--- src/rtl/output_channel_buffer_pkg.sv ---
// Shared datapath constants and the tagged-word entry type used by the
// channel buffers of the processing element.
package output_channel_buffer_pkg;

    localparam int TIA_OCT_WIDTH           = 4;
    localparam int TIA_WORD_WIDTH          = 32;
    localparam int TIA_NUM_OUTPUT_CHANNELS = 4;
    localparam int TIA_OUTPUT_BUFFER_DEPTH = 4;

    // Input channel buffers reuse this entry layout, so the field order is fixed.
    typedef struct packed {
        logic [TIA_OCT_WIDTH-1:0]  tag;
        logic [TIA_WORD_WIDTH-1:0] data;
    } tagged_word_t;

endpackage

--- src/rtl/output_channel_buffer.sv ---
// Show-ahead circular FIFO of tagged words between one enqueue source and a
// downstream consumer, with occupancy flags and a sticky overflow indicator.
module output_channel_buffer
    import output_channel_buffer_pkg::*;
#(
    parameter int DEPTH             = TIA_OUTPUT_BUFFER_DEPTH,
    parameter int ALMOST_FULL_LEVEL = DEPTH - 1
) (
    input  logic                          clock,
    input  logic                          reset,
    input  logic                          enqueue,
    input  logic [TIA_OCT_WIDTH-1:0]      enqueue_tag,
    input  logic [TIA_WORD_WIDTH-1:0]     enqueue_data,
    output logic                          output_valid,
    input  logic                          output_ready,
    output logic [TIA_OCT_WIDTH-1:0]      output_tag,
    output logic [TIA_WORD_WIDTH-1:0]     output_data,
    output logic                          full,
    output logic                          almost_full,
    output logic [$clog2(DEPTH):0]        count,
    output logic                          overflow
);

    localparam int PTR_W = $clog2(DEPTH);
    localparam int CNT_W = PTR_W + 1;

    tagged_word_t      mem_q [DEPTH];
    logic [PTR_W-1:0]  rd_ptr_q, rd_ptr_d;
    logic [PTR_W-1:0]  wr_ptr_q, wr_ptr_d;
    logic [CNT_W-1:0]  count_q, count_d;
    logic              overflow_q, overflow_d;
    logic              deq;
    logic              enq_acc;

    assign output_valid = (count_q != '0);
    assign full         = (count_q == CNT_W'(DEPTH));
    assign almost_full  = (int'(count_q) >= ALMOST_FULL_LEVEL);
    assign count        = count_q;
    assign overflow     = overflow_q;

    // Head is gated when empty so stale storage never reaches the consumer.
    assign output_tag  = output_valid ? mem_q[rd_ptr_q].tag  : '0;
    assign output_data = output_valid ? mem_q[rd_ptr_q].data : '0;

    assign deq     = output_valid & output_ready;
    assign enq_acc = enqueue & (~full | deq);

    always_comb begin
        rd_ptr_d   = rd_ptr_q;
        wr_ptr_d   = wr_ptr_q;
        count_d    = count_q;
        overflow_d = overflow_q | (enqueue & full & ~deq);
        if (deq) begin
            rd_ptr_d = rd_ptr_q + PTR_W'(1);
        end
        if (enq_acc) begin
            wr_ptr_d = wr_ptr_q + PTR_W'(1);
        end
        case ({enq_acc, deq})
            2'b10:   count_d = count_q + CNT_W'(1);
            2'b01:   count_d = count_q - CNT_W'(1);
            default: count_d = count_q;
        endcase
    end

    always_ff @(posedge clock or negedge reset) begin
        if (!reset) begin
            rd_ptr_q   <= '0;
            wr_ptr_q   <= '0;
            count_q    <= '0;
            overflow_q <= 1'b0;
        end else begin
            rd_ptr_q   <= rd_ptr_d;
            wr_ptr_q   <= wr_ptr_d;
            count_q    <= count_d;
            overflow_q <= overflow_d;
        end
    end

    // Storage is deliberately left unreset; the empty gating hides its contents.
    always_ff @(posedge clock) begin
        if (enq_acc) begin
            mem_q[wr_ptr_q] <= '{tag: enqueue_tag, data: enqueue_data};
        end
    end

endmodule

--- config.mk ---
export PLATFORM = sky130hd
export DESIGN_NAME = output_channel_buffer
export DESIGN_NICKNAME = d
export VERILOG_FILES = /design/src/rtl/output_channel_buffer_pkg.sv /design/src/rtl/output_channel_buffer.sv
export SDC_FILE = /design/constraint.sdc
export NUM_CORES = 1
export LEC_CHECK = 0
export CORE_ASPECT_RATIO = 1.4
export CORE_MARGIN = 5
export CORE_UTILIZATION = 49
export CTS_CLUSTER_DIAMETER = 50
export DETAILED_ROUTE_END_ITERATION = 8
export HOLD_SLACK_MARGIN = 0.08
export PLACE_DENSITY = 0.82
export REMOVE_ABC_BUFFERS = 1
export SLEW_MARGIN = 20
export SYNTH_ARGS = -nofsm -noshare
export SYNTH_HDL_FRONTEND = slang
export SYNTH_SLANG_ARGS = --single-unit
export TNS_END_PERCENT = 1
--- constraint.sdc ---
create_clock -name clock -period 2.4 [get_ports clock]
set_input_delay 0.48 -clock clock [delete_from_list [all_inputs] [get_ports clock]]
set_output_delay 0.48 -clock clock [all_outputs]
set_load 0.05 [all_outputs]
* After elaboration in Yosys (flattened, before gate mapping) *
Memories as Yosys holds them, arrays and structs flattened.
Index checks and enable logic that the tools add are counted.

cells by class
  $mul = 0
  bitwise gates (word level) = 8
  multiplexer cells = 5
  div/mod/pow operators = 0
  reduce and logical (&&, ||, !) cells = 2
  eq/ne operators = 3
  $add $sub $neg = 4
  $lt $le $gt $ge = 1
  shift-type cells = 0

operators with widths
  kind                 number
  $mux 32              1
  $pmux 3 s2           1
  $add 2x1->2 const B  2
  $and 1x1->1          4
  $mux 4               1
  $add 3x1->3 const B  1
  $eq 3x3->1 const B   1
  $ge 3x2->1 const B   1
  $reduce_bool 3->1    1
  $sub 3x1->3 const B  1
  $eq 2x1->1 const B   1
  $eq 2x2->1 const B   1
  $mux 1               2
  $not 1->1            2
  $or 1x1->1           2
  $reduce_bool 2->1    1

storage, ports and cells
  register bits = 8
  bits in read-only memories = 0
  output and inout port bits = 43
  latch bits = 0
  memories = 1
  memory bits (writable) = 144

memory list
  memory  depth  bits a word  read ports  clocked after memory_dff  wr ports  RTL line                     source
  mem_q   4      36           1           0                         1         output_channel_buffer.sv:27  tagged_word_t mem_q [DEPTH];

* Longest topological paths before layout *
Gate-level depths: netlist of run 1.

  word-level depth = 6
  depth in mapped cells = 9
  depth with buffers taken out = 7

* Least setup slack after synthesis of run 1 *
No wires, ideal clock.

  kind = reg2out
  start = register count_q[2] (netlist: count[2])
  end = output port output_data[22]
  arrival time = 2.098 ns
  data required time = 1.920 ns
  path buffers = 2
  path slack = -0.178 ns
  cell stages (with the launch flop) = 5
  cell sequence = dfrtp_1 > buf_2 > or3_4 > clkbuf_1 > and2_1

on the way
  longest elaborated chain between the ends = 2

ends and longest elaborated chain
  what                    RTL line                     source
  from (decl)             output_channel_buffer.sv:30  logic [CNT_W-1:0] count_q, count_d;
  from (signal assigned)  output_channel_buffer.sv:75  count_q <= count_d;
  $reduce_bool 3->1       output_channel_buffer.sv:35  assign output_valid = (count_q != '0);
  via output_valid        output_channel_buffer.sv:14  output logic output_valid,
  $mux 32                 output_channel_buffer.sv:43  assign output_data = output_valid ? mem_q[rd_ptr_q].data : '0;
  to (decl)               output_channel_buffer.sv:17  output logic [TIA_WORD_WIDTH-1:0] output_data,

The timed path passes the listed nets, and every way through them passes these cells.

* Worst setup path after layout of run 1 *
  start = register rd_ptr_q[0]
  end = output port output_data[8]

on the way
  longest elaborated chain between the ends = 2

ends and longest elaborated chain
  what                    RTL line                     source
  from (decl)             output_channel_buffer.sv:28  logic [PTR_W-1:0] rd_ptr_q, rd_ptr_d;
  from (signal assigned)  output_channel_buffer.sv:73  rd_ptr_q <= rd_ptr_d;
  $mem_v2 4x36            n/a
  $mux 32                 output_channel_buffer.sv:43

Every way passes these cells.

==> metrics.md, run 1 <==
| Metric | Value |
|---|---|
| Largest net degree at the start of global routing | 39 |
| Slew Viols, Final | 0 |
| DP HPWL | 7160 um |
| Post-route design area | just over 8000 um2 |
| Number of H-tree levels | 4 |
| Fmax | between 0.4 and 0.5 GHz |
| Final Skew | 0.0125 ns |
| Clk slew on worst S/H paths | 0.06 ns |
| GRT Util Overall | 17.2% |
| Max incr delay on CP | approximately 0.52 ns |
| Status | finished, violations left |
| Placer Congestion | between 0.7 and 0.8 |
| Fillers | 738 |
| Drt total wl | ~13000 um |
| Gr ovfl total | 0 |
| Final non-filler cell total | 560 |
| Chip Height | 141 um |
| Commonest non-fill, non-tap cell in the layout | edfxtp_1 |
| CP max stage cell | mux4_2 |
| CTS tree | yes |
| Layout Area Growth over Synthesis | 36.3% |
| Register area | 4530 um2 |
| Critical path capture point type | primary output |
| Post-synth EDFFs | 144 |
| Drt first pass iters | 4 |
| Initial Utilization | about half |
| CTS Sinks | 152 |
| Pre-CTS setup slack | -0.0117 ns |
| Root buffer cell | clkbuf_16 |
| Share of cells above drive strength 1 | 42.9% |
| Avg Inst Size Synth | between 20 and 25 um2 |
| Via count | a little over 3000 |
| Worst endpoint required time | ~1.9 ns |
| Ranking of synthesized cells by area | edfxtp_1 (72%), mux4_2 (13%), and2_1 (4.3%) |
| Post-route DRC | 0 |
| Post-synth cell types | 32 |
| Synth top area share | 71.9% |
| Core footprint | about 12000 um2 |
| Routed Antenna Nets | 0 |
| DIE WIDTH | 104 um |
| Antenna violations before repair | 0 |
| WL/cell | 22.5 um |
| HP Class | input pin to asynchronous set/reset pin |
| I/O pin count | 83 |
| Drt initial violations | 194 |
| Multi-input combinational cell area | 1460 um2 |
| Vias/cell | ~5.5 |
| FFs w/ async S/R, synth | approximately 5.3% |
| Placed instance area | approximately 7200 um2 |
| Nets@finish | 442 |
| Clk_lat worst skew | 0.42 ns |
| Post-Syn Area | 6020 um2 |
| Most used cell, CP | buf_6 |
| Worst Setup Start Kind | flop |
| Placed Instances | 517 |
| Min Tclk post-route | 2.46 ns |
| Most frequent cells in the layout | edfxtp_1 (144), clkdlybuf4s50_1 (44), mux4_2 (36), and2_4 (36), buf_6 (26) |
| Worst path buffer plus inverter count | 3 |
| Final Hold Viols | 0 |
| Crit-path leading delay family | multiplexers |
| Final worst slack | -0.0574 ns |
| Failing checks | negative setup slack |
| Vias in the first global route | about 3300 |
| Clock buffer depth | 2 |
| Slew HR | 66.5% |
| Crit-path cells | buf_6 > clkbuf_16 > mux4_2 > and2_4 > buf_6 |
| Setup violations, final | 26 |
| FF+latch count, synth | 152 |
| Rows | 48 |
| Final Cycle Share | 102% |
| Max Cap Viol | 0 |
| CTS buffer count | 17 |
| Crit-path max FO | 5 |
| First-pass GRT wire length | 18700 um |
| Diode count | 0 |
| Predominant post-synthesis flop cell | edfxtp_1 |
| Sum of negative setup slack | -0.715 ns |
| CP arrival | 1.98 ns |
| Seq/Total Area, Yosys | 75.2% |
| RSZ-0062 raised after global routing | yes |
| Critical setup path kind | flop to primary output |
| Buffers on Ports | 82 |
| Synth area leader | edfxtp_1 |
| Worst-margin pin slew | 0.501 ns |
| Die ar. | 14600 um2 |
| Ys Warns | 0 |
| Cells after synthesis | roughly 290 |
[sequential cells by signal (all words and copies together), names as in the netlist]
register  count
wr_ptr_q      2
mem_q       144
overflow      1
count         3
rd_ptr_q      2
[timing repair]
item / in CTS / in global routing
endpoints found under the setup margin: 38 / 36
gates cloned: 0 / 3
gates resized for setup: 53 / 16
buffers inserted: 0 / 8
pin swaps: 0 / 0
hold buffers: 0 / 0
[logic make-up after synthesis]
| logic type | Yosys count | synth area share, % |
|---|---|---|
| flip-flops | 152 | 75.2 |
| AND/OR/NAND/NOR | 55 | 5.82 |
| multiplexers | 37 | 13.7 |
| buffers and inverters | 20 | 2.06 |
| AO/OA/AOI/OAI | 11 | 1.35 |
| XOR/XNOR | 5 | 0.728 |
| adder cells (fa/ha/maj) | 5 | 1.16 |
[per-stage QoR]
step | utilization (%) | hold WS [ns]
finish | 67.2 | 0.357
global route | 67.2 | 0.368
CTS | 65.7 | 0.350
detailed placement | 59.4 | 0.446
global placement | 59.4 | 0.457
floorplan | - | 0.184
[layout make-up]
class                           instances  share of cell area (%)
Inverter                                4                   0.183
Timing Repair Buffer                  109                    17.0
Multi-Input combinational cell        113                    17.8
Tap cell                              150                    2.29
Clock inverter                         12                    2.14
Sequential cell                       152                    55.3
Clock buffer                           20                    5.33
[metal layers]
metal	track usage [%]	routed length, um	vias to the layer above
met5	0	0	-
met4	7.12	208	0
met3	4.35	555	17
li1	-	-	1363
met1	19.7	4710	1576
met2	30.7	7130	99
[cells in the mapped netlist (2+ instances only)]
| library cell | count |
|---|---|
| nand2_1 | 2 |
| xnor2_1 | 3 |
| buf_2 | 8 |
| inv_1 | 4 |
| xor2_1 | 2 |
| dfrtp_1 | 8 |
| nand3_1 | 2 |
| o22ai_1 | 2 |
| a21o_1 | 2 |
| mux4_2 | 36 |
| clkbuf_1 | 2 |
| edfxtp_1 | 144 |
| ha_1 | 4 |
| and2_1 | 41 |
| nor2b_1 | 3 |
| nor2_1 | 2 |
| buf_6 | 5 |
[worst paths after layout]
path | start | endpoint | slack (ns) | depth (start not counted)
hold / removal | reset | count[2] | 0.36 | 1
hold reg to reg | overflow | overflow | 0.46 | 1
min in group clock | overflow | overflow | 0.46 | 1
setup / recovery | rd_ptr_q[0] | output_data[8] | -0.06 | 5
max in group asynchronous | reset | count[0] | 1.74 | 1
setup reg to reg | count[0] | count[1] | 0.25 | 7
Power of run 1 is not shown: default switching activity piles up to over one toggle a cycle in this logic, so the estimate is an artifact.
==> inputs of run 2 (changes only) <==
- CORE_ASPECT_RATIO: 1.4 -> not set
==> metrics.md, run 2 (same netlist as run 1, synthesis figures left out) <==
| Metric | Value |
|---|---|
| Placed instance area | 7040 um2 (was 7240 um2) |
| Die ar. | 14600 um2 (about the same) |
| Worst Setup SP | rd_ptr_q[0] (unchanged) |
| Final Skew | 0.0161 ns (was 0.0125 ns) |
| Flop2flop setup slack | 0.25 ns (about the same) |
| DP HPWL | 7100 um (was 7160 um) |
| Min Tclk post-route | 2.49 ns (was 2.46 ns) |
| Drt initial violations | 162 (was 194) |
| Largest register FFs | 144 (unchanged) |
| Commonest non-fill, non-tap cell in the layout | edfxtp_1 (unchanged) |
| GRT Max-Usage Layer | met2 (unchanged) |
| Diode count | 0 (unchanged) |
| Clk slew on worst S/H paths | 0.06 ns (about the same) |
| CTS buffer count | 17 (unchanged) |
| Critical path capture point type | primary output (unchanged) |
| RR Endpoint | count[1] (unchanged) |
| Gr ovfl total | 0 (unchanged) |
| Layout Area Growth over Synthesis | 31.8% (was 36.3%) |
| CTS Hold Bufs | 0 (unchanged) |
| Routed Antenna Nets | 0 (unchanged) |
| Max Cap Viol | 0 (unchanged) |
| Vias/cell | 5.33 (was 5.46) |
| Antenna violations before repair | 1 (was 0) |
| Drt first pass iters | 4 (unchanged) |
| Routing usage on met2 | 30.0% (was 30.7%) |
| CP arrival | 2.01 ns (was 1.98 ns) |
| Final Hold Viols | 0 (unchanged) |
| RSZ-0062 raised after global routing | yes (unchanged) |
| Crit-path max FO | 7 (was 5) |
| Most frequent cells in the layout | edfxtp_1 (144), clkdlybuf4s50_1 (44), mux4_2 (36) (was edfxtp_1 (144), clkdlybuf4s50_1 (44), mux4_2 (36), and2_4 (36), buf_6 (26)) |
| Worst endpoint required time | 1.92 ns (about the same) |
| Multi-input combinational cell area | 1440 um2 (was 1460 um2) |
| Post-route design area | 7930 um2 (was 8200 um2) |
| Clock buffer depth | 2 (unchanged) |
| Share of cells above drive strength 1 | 40.1% (was 42.9%) |
| Clk_lat worst skew | 0.41 ns (was 0.42 ns) |
| Root buffer cell | clkbuf_16 (unchanged) |
| Register area | 4530 um2 (unchanged) |
| GRT Util Overall | 17.8% (was 17.2%) |
| First-pass GRT wire length | 18900 um (was 18700 um) |
| Status | finished, violations left (unchanged) |
| WL/cell | 21.6 um (was 22.5 um) |
| Final non-filler cell total | 553 (was 560) |
| Slew HR | 65.6% (was 66.5%) |
| Final core occ | 66.0% (was 67.2%) |
| Chip Height | 121 um (was 141 um) |
| Core footprint | 12000 um2 (was 12200 um2) |
| Critical setup path kind | flop to primary output (unchanged) |
| Sum of negative setup slack | -1.42 ns (was -0.715 ns) |
| Rows | 40 (was 48) |
| HP Class | input pin to asynchronous set/reset pin (unchanged) |
| Number of H-tree levels | 4 (unchanged) |
| Placer Congestion | 0.754 (was 0.756) |
| Final worst slack | -0.0926 ns (was -0.0574 ns) |
| CTS tree | yes (unchanged) |
| Worst Setup Start Kind | flop (unchanged) |
| Final Cycle Share | 104% (was 102%) |
| Drt total wl | 11900 um (was 12600 um) |
| Vias in the first global route | 3319 (was 3327) |
| Most flop-heavy register | mem_q (unchanged) |
| Failing checks | negative setup slack (unchanged) |
| Via count | 2947 (was 3055) |
| Setup violations, final | 26 (unchanged) |
| CTS Sinks | 152 (unchanged) |
| Worst-margin pin slew | 0.514 ns (was 0.501 ns) |
| Worst r2r src | count[0] (unchanged) |
| Slew Viols, Final | 0 (unchanged) |
| Initial Utilization | 50.1% (was 49.3%) |
| Placed Instances | 515 (was 517) |
| GR Util met3 | 6.59% (was 4.35%) |
| Fillers | 784 (was 738) |
| Largest net degree at the start of global routing | 39 (unchanged) |
| I/O pin count | 83 (unchanged) |
| Fmax | 0.401 GHz (was 0.407 GHz) |
| Worst reg2reg path depth | 7 (unchanged) |
| GR Layer Usage met1 | 21.9% (was 19.7%) |
| DIE WIDTH | 121 um (was 104 um) |
| Buffers on Ports | 82 (unchanged) |
| Post-route DRC | 0 (unchanged) |
| Nets@finish | 438 (was 442) |
-- run 2: cell type report --
class,instances,share of cell area (%)
Sequential cell,152,57.1
Multi-Input combinational cell,113,18.1
Timing Repair Buffer,105,15.5
Clock buffer,19,5.46
Tap cell,147,2.32
Clock inverter,13,1.31
Inverter,4,0.189
-- run 2: worst max path at each step --
| stage | endpoint | slack [ns] | depth (start not counted) |
|---|---|---|---|
| after global routing | output_data[26] | -0.17 | 5 |
| after detailed placement | count[2] | -0.02 | 7 |
| after floorplan | output_data[0] | -0.61 | 2 |
| after CTS | output_data[26] | -0.05 | 5 |
| final | output_data[26] | -0.09 | 5 |
| after global placement | count[2] | 0.04 | 7 |
-- run 2: layer usage --
| layer | part of all wire [%] | vias up |
|---|---|---|
| met2 | 53 | 99 |
| met4 | 0.55 | 2 |
| met5 | 0.11 | - |
| li1 | - | 1355 |
| met1 | 39 | 1485 |
| met3 | 6.7 | 6 |
-- run 2: stage by stage --
step                hold WS [ns]  worst slack (ns)
floorplan                  0.184            -0.614
global placement           0.459            0.0351
detailed placement         0.446           -0.0224
CTS                        0.360           -0.0513
global route               0.379            -0.173
finish                     0.355           -0.0926
-- run 2: critical path: stages (launching register included) --
cell,delay [ns]
dfrtp_2,0.44
buf_6,0.16
buf_16,0.15
mux4_2,0.52
and2_4,0.18
buf_6,0.15
-- run 2: timing repair --
action	CTS	global route
cloned	3	0
pin swaps	0	0
gates resized for setup	54	24
buffers inserted	3	0
setup endpoints to repair	36	36
Power of run 2 is left out for the same reason.
==> inputs of run 3 (changes only) <==
- CORE_UTILIZATION: 49 -> 40
- PLACE_DENSITY: 0.82 -> 0.71
- REMOVE_ABC_BUFFERS: 1 -> not set
==> metrics.md, run 3 (same netlist as run 1, synthesis figures left out) <==
| Metric | Value |
|---|---|
| Setup violations, final | 3 (was 26) |
| Antenna violations before repair | 0 (was 1) |
| Commonest non-fill, non-tap cell in the layout | edfxtp_1 (unchanged) |
| RSZ-0062 raised after global routing | yes (unchanged) |
| CP max stage cell | mux4_2 (unchanged) |
| Vias/cell | 5.07 (was 5.33) |
| CTS Sinks | 152 (unchanged) |
| Post-route DRC | 0 (unchanged) |
| CTS tree | yes (unchanged) |
| Most used cell, CP | buf_12 (was buf_6) |
| Flop2flop setup slack | 0.27 ns (was 0.25 ns) |
| Number of H-tree levels | 4 (unchanged) |
| Largest register FFs | 144 (unchanged) |
| Die ar. | 17600 um2 (was 14600 um2) |
| Diode count | 0 (unchanged) |
| Status | finished, violations left (unchanged) |
| Routed Antenna Nets | 0 (unchanged) |
| Largest net degree at the start of global routing | 38 (was 39) |
| Buffers on Ports | 82 (unchanged) |
| Clock buffer depth | 2 (unchanged) |
| Share of cells above drive strength 1 | 43.3% (was 40.1%) |
| WL/cell | 19.3 um (was 21.6 um) |
| CTS buffer count | 17 (unchanged) |
| Final worst slack | -0.00850 ns (was -0.0926 ns) |
| Final Skew | 0.00692 ns (was 0.0161 ns) |
| DP HPWL | 7300 um (was 7100 um) |
| CP arrival | 1.93 ns (was 2.01 ns) |
| Worst path buffer plus inverter count | 3 (unchanged) |
| Gr ovfl total | 0 (unchanged) |
| Rows | 44 (was 40) |
| Final non-filler cell total | 595 (was 553) |
| Placed Instances | 558 (was 515) |
| Most frequent cells in the layout | edfxtp_1 (144), clkdlybuf4s50_1 (44), buf_6 (37) (was edfxtp_1 (144), clkdlybuf4s50_1 (44), mux4_2 (36)) |
| Vias in the first global route | 3166 (was 3319) |
| GRT Util Overall | 13.6% (was 17.8%) |
| Critical path capture point type | primary output (unchanged) |
| I/O pin count | 83 (unchanged) |
| Max incr delay on CP | 0.53 ns (was 0.52 ns) |
| First-pass GRT wire length | 18100 um (was 18900 um) |
| Core footprint | 14600 um2 (was 12000 um2) |
| Failing checks | negative setup slack (unchanged) |
| Chip Height | 133 um (was 121 um) |
| Most flop-heavy register | mem_q (unchanged) |
| Clk slew on worst S/H paths | 0.06 ns (about the same) |
| Drt first pass iters | 4 (unchanged) |
| Worst-margin pin slew | 0.510 ns (was 0.514 ns) |
| Worst endpoint required time | 1.92 ns (about the same) |
| Initial Utilization | 41.1% (was 50.1%) |
| Crit-path leading delay family | multiplexers (unchanged) |
| Drt initial violations | 210 (was 162) |
| Max Cap Viol | 0 (unchanged) |
| Critical setup path kind | flop to primary output (unchanged) |
| Nets@finish | 443 (was 438) |
| Crit-path max FO | 8 (was 7) |
| CTS Hold Bufs | 0 (unchanged) |
| Drt total wl | 11500 um (was 11900 um) |
| Final Hold Viols | 0 (unchanged) |
| Slew HR | 65.9% (was 65.6%) |
| Root buffer cell | clkbuf_16 (unchanged) |
| Layout Area Growth over Synthesis | 34.7% (was 31.8%) |
| Slew Viols, Final | 0 (unchanged) |
| Fmax | 0.415 GHz (was 0.401 GHz) |
| HP Class | input pin to asynchronous set/reset pin (unchanged) |
| Clk_lat worst skew | 0.41 ns (about the same) |
| Placer Congestion | 0.744 (was 0.754) |
| DIE WIDTH | 133 um (was 121 um) |
| Crit-path cells | buf_12 > buf_12 > mux4_2 > and2_4 > buf_6 (was buf_6 > buf_16 > mux4_2 > and2_4 > buf_6) |
| Min Tclk post-route | 2.41 ns (was 2.49 ns) |
| Post-Synthesis Net Count | 330 |
| Worst Setup Start Kind | flop (unchanged) |
| Via count | 3018 (was 2947) |
| Final Cycle Share | 100% (was 104%) |
[run 3: changes by cell type in the layout (fill, tap and decap cells not counted), sizes merged]
cell      previous run  this run
clkbuf              19        21
buf                 61        64
clkinv               7         8
inv                  6         5
bufinv               1         3
clkinvlp             3         1
[run 3: layout make-up]
class	instances	area (um2)
Tap cell	184	230
Timing Repair Buffer	110	1280
Sequential cell	152	4530
Inverter	4	15.0
Multi-Input combinational cell	113	1460
Fill cell	1106	6540
Clock inverter	13	153
Clock buffer	19	433
[run 3: worst register-to-register path, stage by stage (launching register included)]
cell and delay [ns]:
dfrtp_2 0.47, or3_4 0.43, nand2_1 0.09, or2_2 0.11
fa_1 0.42, o21ba_2 0.25, o211ai_1 0.07, a22oi_1 0.20
[run 3: final timing paths]
kind | from | endpoint | depth (start not counted)
max in group asynchronous | reset | count[0] | 1
min in group clock | overflow | overflow | 1
hold reg to reg | overflow | overflow | 1
hold / removal | reset | count[2] | 1
setup / recovery | rd_ptr_q[0] | output_tag[2] | 5
setup reg to reg | count[0] | count[1] | 7
[run 3: routing by layer]
layer  up-vias  GRT usage, %  part of all wire, %
met2        94          22.4                   51
met5         -             0                    0
met1      1538          16.7                   42
met3        17          5.47                  5.9
li1       1369             -                    -
met4         0          4.16                  1.3
[run 3: timing repair]
| action | CTS | global route |
|---|---|---|
| gates cloned | 1 | 2 |
| setup buffers | 2 | 1 |
| endpoints found under the setup margin | 34 | 36 |
| gates resized for setup | 60 | 16 |
| endpoints found under the hold margin | 0 | 0 |
[run 3: stage by stage]
step | hold slack (ns) | utilization, % | worst slack [ns] | area [um2] | TNS, ns
floorplan | 0.184 | - | -0.176 | 6020 | -25.52
global placement | 0.465 | 49.0 | 0.0458 | 7180 | 0
detailed placement | 0.453 | 49.0 | -0.00563 | 7180 | -0.00563
CTS | 0.365 | 54.7 | -0.0590 | 8010 | -0.816
global route | 0.393 | 55.3 | -0.0706 | 8100 | -1.91
finish | 0.380 | 55.3 | -0.00850 | 8100 | -0.0178
Power of run 3 is left out for the same reason.
